`config.mk`:
```
export PLATFORM = sky130hd
export DESIGN_NAME = mem_subword_unit_flat
export DESIGN_NICKNAME = d
export VERILOG_FILES = /design/src/rtl/mem_subword_unit_if.sv /design/src/rtl/mem_subword_unit.sv /design/src/flat_wrapper.sv
export SDC_FILE = /design/constraint.sdc
export NUM_CORES = 1
export LEC_CHECK = 0
export ABC_AREA = 1
export CAP_MARGIN = 40
export CORE_MARGIN = 2
export CORE_UTILIZATION = 60
export DETAILED_ROUTE_END_ITERATION = 8
export DONT_BUFFER_PORTS = 1
export PLACE_DENSITY = 0.79
export SYNTH_ARGS = -nofsm -noshare
export SYNTH_HDL_FRONTEND = slang
export SYNTH_SLANG_ARGS = --single-unit
```
`constraint.sdc`:
```
create_clock -name clk -period 2.4 [get_ports clk]
set_input_delay 0.24 -clock clk [delete_from_list [all_inputs] [get_ports clk]]
set_output_delay 0.24 -clock clk [all_outputs]
set_load 0.02 [all_outputs]
```
`src/rtl/mem_subword_unit_if.sv`:
```
// Core request/response and word-memory signals of the sub-word load/store unit.
// slave = the unit itself, master = the core plus memory that surround it.
interface mem_subword_unit_if;
  logic        req_valid;
  logic        req_ready;
  logic        req_we;
  logic [1:0]  req_size;
  logic        req_signed;
  logic [31:0] req_addr;
  logic [31:0] req_wdata;
  logic        rsp_valid;
  logic [31:0] rsp_rdata;
  logic        rsp_err;
  logic [29:0] mem_addr;
  logic        mem_re;
  logic        mem_we;
  logic [31:0] mem_wdata;
  logic [31:0] mem_rdata;

  modport slave (
    input  req_valid, req_we, req_size, req_signed, req_addr, req_wdata, mem_rdata,
    output req_ready, rsp_valid, rsp_rdata, rsp_err, mem_addr, mem_re, mem_we, mem_wdata
  );

  modport master (
    output req_valid, req_we, req_size, req_signed, req_addr, req_wdata, mem_rdata,
    input  req_ready, rsp_valid, rsp_rdata, rsp_err, mem_addr, mem_re, mem_we, mem_wdata
  );
endinterface

```
`src/rtl/mem_subword_unit.sv`:
```
// Byte/half/word load-store unit over a 1-cycle word memory; sub-word stores are read-modify-write.
// Response after 1 (error), 2 (word store), 3 (load) or 4 (sub-word store) cycles; req_ready only in IDLE.
module mem_subword_unit (
  input  logic                clk,
  input  logic                rst_n,
  mem_subword_unit_if.slave   bus
);
  typedef enum logic [2:0] {
    S_IDLE,
    S_RD_ISSUE,
    S_RD_WAIT,
    S_WRITE,
    S_RESP
  } state_t;

  state_t      r_state;
  state_t      w_next;
  logic        r_we;
  logic [1:0]  r_size;
  logic        r_signed;
  logic [31:0] r_addr;
  logic [31:0] r_wdata;
  logic [31:0] r_merged;
  logic [31:0] r_rsp_rdata;
  logic        r_rsp_err;

  logic        w_accept;
  logic        w_legal;
  logic [4:0]  w_bsh;
  logic [4:0]  w_hsh;
  logic [7:0]  w_byte;
  logic [15:0] w_half;
  logic [31:0] w_load;
  logic [31:0] w_merge;

  assign w_accept = bus.req_valid && (r_state == S_IDLE);

  always_comb begin
    w_legal = 1'b0;
    case (bus.req_size)
      2'b00:   w_legal = 1'b1;
      2'b01:   w_legal = ~bus.req_addr[0];
      2'b10:   w_legal = (bus.req_addr[1:0] == 2'b00);
      default: w_legal = 1'b0;
    endcase
  end

  always_comb begin
    w_next = r_state;
    case (r_state)
      S_IDLE: begin
        if (w_accept) begin
          if (!w_legal)                                 w_next = S_RESP;
          else if (bus.req_we && bus.req_size == 2'b10) w_next = S_WRITE;
          else                                          w_next = S_RD_ISSUE;
        end
      end
      S_RD_ISSUE: w_next = S_RD_WAIT;
      S_RD_WAIT:  w_next = r_we ? S_WRITE : S_RESP;
      S_WRITE:    w_next = S_RESP;
      S_RESP:     w_next = S_IDLE;
      default:    w_next = S_IDLE;
    endcase
  end

  always_ff @(posedge clk or negedge rst_n) begin
    if (!rst_n) r_state <= S_IDLE;
    else        r_state <= w_next;
  end

  // Lane selection from the latched address; byte shift = 8*addr[1:0], half shift = 16*addr[1].
  assign w_bsh  = {r_addr[1:0], 3'b000};
  assign w_hsh  = {r_addr[1], 4'b0000};
  assign w_byte = bus.mem_rdata[w_bsh +: 8];
  assign w_half = bus.mem_rdata[w_hsh +: 16];

  always_comb begin
    w_load = bus.mem_rdata;
    case (r_size)
      2'b00:   w_load = {{24{r_signed & w_byte[7]}}, w_byte};
      2'b01:   w_load = {{16{r_signed & w_half[15]}}, w_half};
      default: w_load = bus.mem_rdata;
    endcase
  end

  always_comb begin
    w_merge = bus.mem_rdata;
    if (r_size == 2'b00) w_merge[w_bsh +: 8]  = r_wdata[7:0];
    else                 w_merge[w_hsh +: 16] = r_wdata[15:0];
  end

  // Response registers only change on the edge entering RESP, so they hold between responses.
  always_ff @(posedge clk or negedge rst_n) begin
    if (!rst_n) begin
      r_we        <= 1'b0;
      r_size      <= 2'b00;
      r_signed    <= 1'b0;
      r_addr      <= 32'h0;
      r_wdata     <= 32'h0;
      r_merged    <= 32'h0;
      r_rsp_rdata <= 32'h0;
      r_rsp_err   <= 1'b0;
    end else begin
      if (w_accept) begin
        r_we     <= bus.req_we;
        r_size   <= bus.req_size;
        r_signed <= bus.req_signed;
        r_addr   <= bus.req_addr;
        r_wdata  <= bus.req_wdata;
        if (!w_legal) begin
          r_rsp_rdata <= 32'h0;
          r_rsp_err   <= 1'b1;
        end
      end
      if (r_state == S_RD_WAIT) begin
        if (r_we) begin
          r_merged <= w_merge;
        end else begin
          r_rsp_rdata <= w_load;
          r_rsp_err   <= 1'b0;
        end
      end
      if (r_state == S_WRITE) begin
        r_rsp_rdata <= 32'h0;
        r_rsp_err   <= 1'b0;
      end
    end
  end

  assign bus.req_ready = (r_state == S_IDLE);
  assign bus.rsp_valid = (r_state == S_RESP);
  assign bus.rsp_rdata = r_rsp_rdata;
  assign bus.rsp_err   = r_rsp_err;
  assign bus.mem_addr  = r_addr[31:2];
  assign bus.mem_re    = (r_state == S_RD_ISSUE);
  assign bus.mem_we    = (r_state == S_WRITE);
  assign bus.mem_wdata = (r_state != S_WRITE) ? 32'h0 :
                         (r_size == 2'b10)    ? r_wdata : r_merged;
endmodule

```
`src/flat_wrapper.sv`:
```
// flat-port wrapper written by rule: the top's interface ports become plain ports
module mem_subword_unit_flat 
  (clk, rst_n, bus_req_valid, bus_req_we, bus_req_size, bus_req_signed, bus_req_addr, bus_req_wdata, bus_mem_rdata, bus_req_ready, bus_rsp_valid, bus_rsp_rdata, bus_rsp_err, bus_mem_addr, bus_mem_re, bus_mem_we, bus_mem_wdata);
  mem_subword_unit_if bus_i ();
  input  logic clk;
  input  logic rst_n;
  input wire logic [$bits(bus_i.req_valid)-1:0] bus_req_valid;
  input wire logic [$bits(bus_i.req_we)-1:0] bus_req_we;
  input wire logic [$bits(bus_i.req_size)-1:0] bus_req_size;
  input wire logic [$bits(bus_i.req_signed)-1:0] bus_req_signed;
  input wire logic [$bits(bus_i.req_addr)-1:0] bus_req_addr;
  input wire logic [$bits(bus_i.req_wdata)-1:0] bus_req_wdata;
  input wire logic [$bits(bus_i.mem_rdata)-1:0] bus_mem_rdata;
  output wire logic [$bits(bus_i.req_ready)-1:0] bus_req_ready;
  output wire logic [$bits(bus_i.rsp_valid)-1:0] bus_rsp_valid;
  output wire logic [$bits(bus_i.rsp_rdata)-1:0] bus_rsp_rdata;
  output wire logic [$bits(bus_i.rsp_err)-1:0] bus_rsp_err;
  output wire logic [$bits(bus_i.mem_addr)-1:0] bus_mem_addr;
  output wire logic [$bits(bus_i.mem_re)-1:0] bus_mem_re;
  output wire logic [$bits(bus_i.mem_we)-1:0] bus_mem_we;
  output wire logic [$bits(bus_i.mem_wdata)-1:0] bus_mem_wdata;
  assign bus_i.req_valid = bus_req_valid;
  assign bus_i.req_we = bus_req_we;
  assign bus_i.req_size = bus_req_size;
  assign bus_i.req_signed = bus_req_signed;
  assign bus_i.req_addr = bus_req_addr;
  assign bus_i.req_wdata = bus_req_wdata;
  assign bus_i.mem_rdata = bus_mem_rdata;
  assign bus_req_ready = bus_i.req_ready;
  assign bus_rsp_valid = bus_i.rsp_valid;
  assign bus_rsp_rdata = bus_i.rsp_rdata;
  assign bus_rsp_err = bus_i.rsp_err;
  assign bus_mem_addr = bus_i.mem_addr;
  assign bus_mem_re = bus_i.mem_re;
  assign bus_mem_we = bus_i.mem_we;
  assign bus_mem_wdata = bus_i.mem_wdata;
  mem_subword_unit u_core (.clk(clk), .rst_n(rst_n), .bus(bus_i));
endmodule
```
==> impl_metrics.tcl, run 1 <==
set metrics [dict create \
    outcome "finished with violations" \
    violations "negative hold slack" \
    endpoint_kind "output pin" \
    setup_violations 0 \
    final_area_um2 9150 \
    yosysUniqueCellTypes 32 \
    overflow 0 \
    rr_startpoint "u_core.r_state[2]" \
    cap_violations 0 \
    fin_crit_sh 0.966 \
    grt_max_degree 137 \
    cp_common_cell "buf_4" \
    port_buffers 0 \
    wire_per_inst_um 19.3 \
    synth_seq_cells 136 \
    clockBufferDepth 2 \
    crit_family "buffers and inverters" \
    rr_endpoint "u_core.bus.rsp_rdata[10]" \
    synth_top_cells_by_area "dfrtp_1, mux2_4, o21ai_0" \
    insertion_delay_ns 0.42 \
    critical_path.max_stage_delay_ns 0.35 \
    power_density_nw_per_um2 1340 \
    grt_pass1_wl_mm 35.0 \
    leakage_nw 4.35 \
    worst_slew_pin_slew_ns 0.738 \
    synth_area_um2 7840 \
    critPathRequiredTime_ns 2.16 \
    path_clk_slew_ns 0.06 \
    rows 41 \
    synth_compound_area_frac 0.209 \
    syn_to_final_growth_pct 16.7 \
    slew_viol_final 0 \
    io_pins 202 \
    max_freq_mhz 431 \
    cts_tree "done" \
    rrSetupSlack_ns 0.41 \
    nets 1068 \
    crit_type "reg2out" \
    vias 6809 \
    grt.total_usage 0.319 \
    crit_path_max_fanout 26 \
    synth-adder-area-share 0.00798 \
    holdBufCountCts 63 \
    post_synth_xor_area_fraction 0 \
    fin_skew_ns 0.0118 \
    synth_simple_gate_area_share 0.135 \
    avgSynthCellArea_um2 8.53 \
    synth_top_area_frac 0.434 \
    synth-seq-area-share 0.434 \
    drive_above_1_share 0.159 \
    slowest_stage "dfrtp_1" \
    slew_headroom 0.504 \
    nFillCells 962 \
    peakVddDrop_mv 0.850 \
    holdCritPathClass "in2async" \
    drc_errors 0 \
    dpl-instance-area_um2 7880 \
    syn_inst 919 \
    timing.hold.ws_ns -0.485 \
    start_kind "register" \
    synthMuxAreaShare 0.103 \
    hold_viol 136 \
    placed_cells 1047 \
    die_h_um 118 \
    first_global_vias 6544 \
    htreeDepth 4 \
    drt-initial-drc-count 702 \
    reg2reg_depth 5 \
    multi_input_area_um2 3570 \
    start_util 0.619 \
    antenna_found_initial 0 \
    yosysWarnings 0 \
    cp.arrival_ns 2.08 \
    viasPerCell 5.95 \
    cts_sinks 136 \
    synth_area_leader_cell "dfrtp_1" \
    cts-root-buf "clkbuf_16" \
    hpwlAfterDp_mm 15.1 \
    synthesis.nets 1027 \
    core_um2 12700 \
    wl_mm 22.0 \
    seq_area_um2 3400 \
    cts_buffers 17 \
    antenna_cells 0 \
    min_period_ns 2.32 \
    drt_pass1_iterations 5 \
    crit_buf_inv 4 \
    crit_chain "inv_2 -> nor2_1 -> inv_4 -> buf_4 -> o21ai_0 -> a21oi_1 -> buf_4" \
    fp.dieW_um 118 \
    synth_top_family_by_area "compound AO/OA/AOI/OAI gates" \
    gp_congestion 0.964 \
    die_area_um2 14000 \
    fin_cells 1144 \
    ant_nets 0 \
]
==> cell families (layout without fill, tap and decap cells) <==
kind of cell | count (synthesis) | after routing
AOI/OAI and AO/OA | 308 | 308
and+or+nand+nor | 239 | 239
buffers and inverters | 176 | 229
DFF | 136 | 136
muxes | 55 | 55
adders and majority gates | 5 | 5
==> stage by stage <==
stage	worst slack, ns	power (W)	util	hold slack [ns]	setup TNS, ns
floorplan	0.368	0.00868	-	-0.0556	0
global placement	0.488	0.00925	0.622	-0.0537	0
detailed placement	0.471	0.00939	0.622	-0.0531	0
CTS	0.0561	0.0122	0.720	-0.496	0
global route	-0.0238	0.0130	0.722	-0.509	-0.0671
finish	0.0825	0.0123	0.722	-0.485	0
==> metal layers <==
metal  track usage  up-vias  part of all wire
li1              -     3177                 -
met1         0.416     3232              0.40
met2         0.508      367              0.48
met3        0.0989       33             0.099
met4         0.100        0             0.020
met5             0        -                 0
==> report_power, final <==
group	switching, W	internal, W	leakage [nW]
logic	0.00299	0.00196	2.39
registers	0.00131	0.00334	1.66
clock network	0.000984	0.00171	0.302
==> cells in the final DEF (no fill, tap or decap), types with 2 or more instances in the layout <==
| cell | n |
|---|---|
| nor2_2 | 2 |
| clkinv_2 | 3 |
| clkinv_4 | 4 |
| inv_1 | 77 |
| nand4_1 | 8 |
| o21ai_0 | 126 |
| buf_4 | 51 |
| a211oi_1 | 8 |
| nand2_1 | 138 |
| nand3_1 | 35 |
| o21ai_1 | 12 |
| mux2_4 | 50 |
| mux2_1 | 4 |
| clkbuf_8 | 3 |
| nor3_4 | 2 |
| nor2_1 | 36 |
| ha_1 | 5 |
| nand2_2 | 5 |
| clkbuf_16 | 17 |
| o211ai_1 | 17 |
| a31oi_1 | 5 |
| o22ai_1 | 18 |
| nor3_1 | 8 |
| a21oi_1 | 121 |
| dfrtp_1 | 136 |
| inv_2 | 5 |
| dlygate4sd3_1 | 63 |
| bufinv_16 | 3 |
| nand2_4 | 3 |
==> synthesized netlist by cell type <==
cell type and instances:
nand3_1 35, nor2_2 2, a211oi_1 8, a21oi_2 1, a21oi_1 121, nand4_4 1
o22ai_1 18, ha_1 5, buf_6 8, nor2_4 1, nor2_1 36, o211ai_1 17
buf_1 4, mux2_4 50, mux2_2 1, a31oi_1 5, buf_2 21, o21ai_0 126
nand4_1 8, dfrtp_1 136, nor3_2 1, o21ai_1 12, mux2_1 4, nor3_4 1
nand2_4 3, nand2_1 138, clkbuf_1 26, inv_1 77, nand2_2 5, inv_2 6
buf_4 34, nor3_1 8
==> worst register-to-register path, stage by stage (launching register included) <==
cell and delay (ns):
dfrtp_1 0.49, nor3_4 0.28, nand2_2 0.46, a21oi_1 0.40
nand2_1 0.11, a21oi_1 0.16
==> worst max-delay path by stage <==
| stage | startpoint | to | cells after the start |
|---|---|---|---|
| floorplan | u_core.r_addr[1] | u_core.r_merged[3] | 11 |
| global placement | u_core.r_addr[0] | u_core.r_merged[12] | 6 |
| detailed placement | u_core.r_addr[0] | u_core.r_merged[12] | 6 |
| CTS | u_core.r_state[2] | bus_mem_wdata[31] | 5 |
| global route | u_core.r_size[1] | bus_mem_wdata[30] | 7 |
| finish | u_core.r_size[1] | bus_mem_wdata[30] | 7 |
==> sequential cells by signal, indices dropped and copies added (netlist names) <==
register              flops
u_core.bus.rsp_rdata     32
u_core.r_addr            32
u_core.r_merged          32
u_core.r_wdata           32
u_core.r_state            3
u_core.r_size             2
u_core.bus.rsp_err        1
u_core.r_signed           1
u_core.r_we               1
==> what timing repair did <==
item	CTS	global route
resized for setup	0	2
buffers inserted	0	3
endpoints found under the hold margin	199	136
endpoints found under the setup margin	0	23
==> cell type report <==
| class | count | area share |
|---|---|---|
| Clock buffer | 20 | 0.0510 |
| Multi-Input combinational cell | 607 | 0.390 |
| Sequential cell | 136 | 0.372 |
| Inverter | 83 | 0.0343 |
| Tap cell | 172 | 0.0235 |
| Clock inverter | 11 | 0.0161 |
| Timing Repair Buffer | 115 | 0.113 |
No activity file was read; power rests on OpenSTA's default activity.
==> run 2: changes to the inputs <==
ABC_CLOCK_PERIOD_IN_PS = 2400   (was not set)
CORE_UTILIZATION = 41   (was 60)
HOLD_SLACK_MARGIN = 0.1   (was not set)
PLACE_DENSITY = 0.58   (was 0.79)
==> run 2 against run 1 <==
Against the previous run: the run still ends with negative hold slack left; utilization is 22 points lower; non-clock buffer count is 10 higher; global-route usage is 8.4 points lower; sequential cell count stayed put; final area is 1.8% higher; hold slack worse by 0.010 ns; clock power is 2% lower; sequential share of layout area is 0.65 points lower.
==> impl_metrics.tcl, run 2 (synthesis gave the netlist of run 1 again) <==
set metrics [dict create \
    critPathRequiredTime_ns 2.16 \
    dpl-instance-area_um2 7990 \
    violations "negative hold slack" \
    peakVddDrop_mv 0.650 \
    outcome "finished with violations" \
    fin_skew_ns 0.0189 \
    layout_common_cells "nand2_1, dfrtp_1, o21ai_0" \
    startpoint "u_core.r_state[2]" \
    cts_tree "done" \
    gp_congestion 0.899 \
    syn_to_final_growth_pct 18.8 \
    cts-root-buf "clkbuf_16" \
    htreeDepth 4 \
    rsz0062_at_grt "false" \
    drc_errors 0 \
    timing.hold.ws_ns -0.495 \
    power_density_nw_per_um2 1310 \
    reg2reg_depth 7 \
    rrSetupSlack_ns 0.40 \
    slew_viol_final 0 \
    setup_tns_ns 0 \
    rr_startpoint "u_core.r_addr[1]" \
    path_clk_slew_ns 0.07 \
    min_period_ns 2.26 \
    fp.dieW_um 142 \
    grt_max_degree 137 \
    clockBufferDepth 2 \
    ant_nets 0 \
    insertion_delay_ns 0.44 \
    antenna_cells 0 \
    slowest_stage "dfrtp_1" \
    nets 1078 \
    cp_common_cell "buf_4" \
    drt-initial-drc-count 636 \
    viasPerCell 5.49 \
    drive_above_1_share 0.161 \
    critical_path.max_stage_delay_ns 0.51 \
    cts_sinks 136 \
    slew_headroom 0.578 \
    start_kind "register" \
    vias 6684 \
    crit_type "reg2out" \
    start_util 0.419 \
    drt_pass1_iterations 5 \
    wire_per_inst_um 19.2 \
    crit_path_max_fanout 22 \
    holdBufCountCts 71 \
    die_h_um 142 \
    crit_chain "nor3_4 -> buf_12 -> buf_4 -> o21ai_0 -> a21oi_1 -> buf_4" \
    setup_violations 0 \
    core_um2 18700 \
    endpoint_kind "output pin" \
    hold_viol 136 \
    cp_num_cells 6 \
    hpwlAfterDp_mm 16.5 \
    wl_mm 23.4 \
    cap_violations 0 \
    worst_slew_pin_slew_ns 0.631 \
    overflow 0 \
    io_pins 202 \
    die_area_um2 20200 \
    port_buffers 0 \
    cp.arrival_ns 2.02 \
    rows 50 \
    holdCritPathClass "in2async" \
    rr_endpoint "u_core.r_merged[13]" \
    crit_family "buffers and inverters" \
    crit_path_end "bus_mem_wdata[9]" \
    leakage_nw 4.38 \
    cts_buffers 17 \
    first_global_vias 6492 \
    grt.total_usage 0.234 \
    grt_pass1_wl_mm 36.3 \
    fin_crit_sh 0.941 \
    crit_buf_inv 3 \
    final_area_um2 9310 \
    antenna_found_initial 0 \
    mostFrequentLayoutCell "nand2_1" \
    max_freq_mhz 443 \
]
## run 2: changes by cell type in the layout (fill, tap and decap cells not counted), sizes merged
cell	before	now
inv	83	92
bufinv	3	1
buf	52	54
clkinv	7	2
dlygate4sd3	63	71
clkbuf	20	17
clkinvlp	1	3
## run 2: how the worst min path moves through the flow
stage                     slack, ns  depth (start not counted)                       end
after floorplan               -0.06                          0        u_core.bus.rsp_err
final                         -0.50                          0         u_core.r_addr[30]
after global placement        -0.05                          0         u_core.r_addr[30]
after global routing          -0.52                          0  u_core.bus.rsp_rdata[20]
after detailed placement      -0.05                          0  u_core.bus.rsp_rdata[26]
after CTS                     -0.52                          0          u_core.r_size[1]
## run 2: final cells by class
type	count	area, um2
Timing Repair Buffer	125	1150
Sequential cell	136	3400
Fill cell	1765	9390
Tap cell	234	293
Inverter	83	314
Clock inverter	15	155
Multi-Input combinational cell	607	3570
Clock buffer	17	425
## run 2: through the flow
step	power (W)	utilization	hold WS (ns)	setup WS, ns	instances
6_report	0.0122	0.498	-0.495	0.141	1217
5_1_grt	0.0130	0.498	-0.516	0.0424	1217
3_5_place_dp	0.00947	0.427	-0.0502	0.353	1112
3_3_place_gp	0.00938	0.427	-0.0486	0.312	1112
4_1_cts	0.0123	0.498	-0.520	0.123	1217
2_1_floorplan	0.00868	-	-0.0556	0.368	919
## run 2: where the power goes
group	switching [W]	leakage (nW)	internal [W]
Combinational	0.00297	2.45	0.00199
Sequential	0.00128	1.66	0.00334
Clock	0.00117	0.279	0.00147
Total	0.00542	4.38	0.00680
## run 2: worst register-to-register path, cell delays in order (launching register included)
cell	delay [ns]
dfrtp_1	0.39
inv_2	0.09
buf_4	0.26
ha_1	0.44
nand2_1	0.30
o22ai_1	0.22
o21ai_0	0.11
o21ai_0	0.09
## run 2: routing by layer
metal  wire (um)  track usage  up-vias  part of all wire
met2       10700        0.359      301              0.46
met1       10200        0.323     3154              0.44
met3        2000       0.0649       34             0.085
li1            -            -     3195                 -
met5           0            0        -                 0
met4         467       0.0747        0             0.020
## run 2: repair_timing
action | 4_1_cts | 5_1_grt
setup endpoints to repair | 25 | 0
resized for setup | 1 | 0
hold endpoints to repair | 208 | 136
buffers inserted | 2 | 0
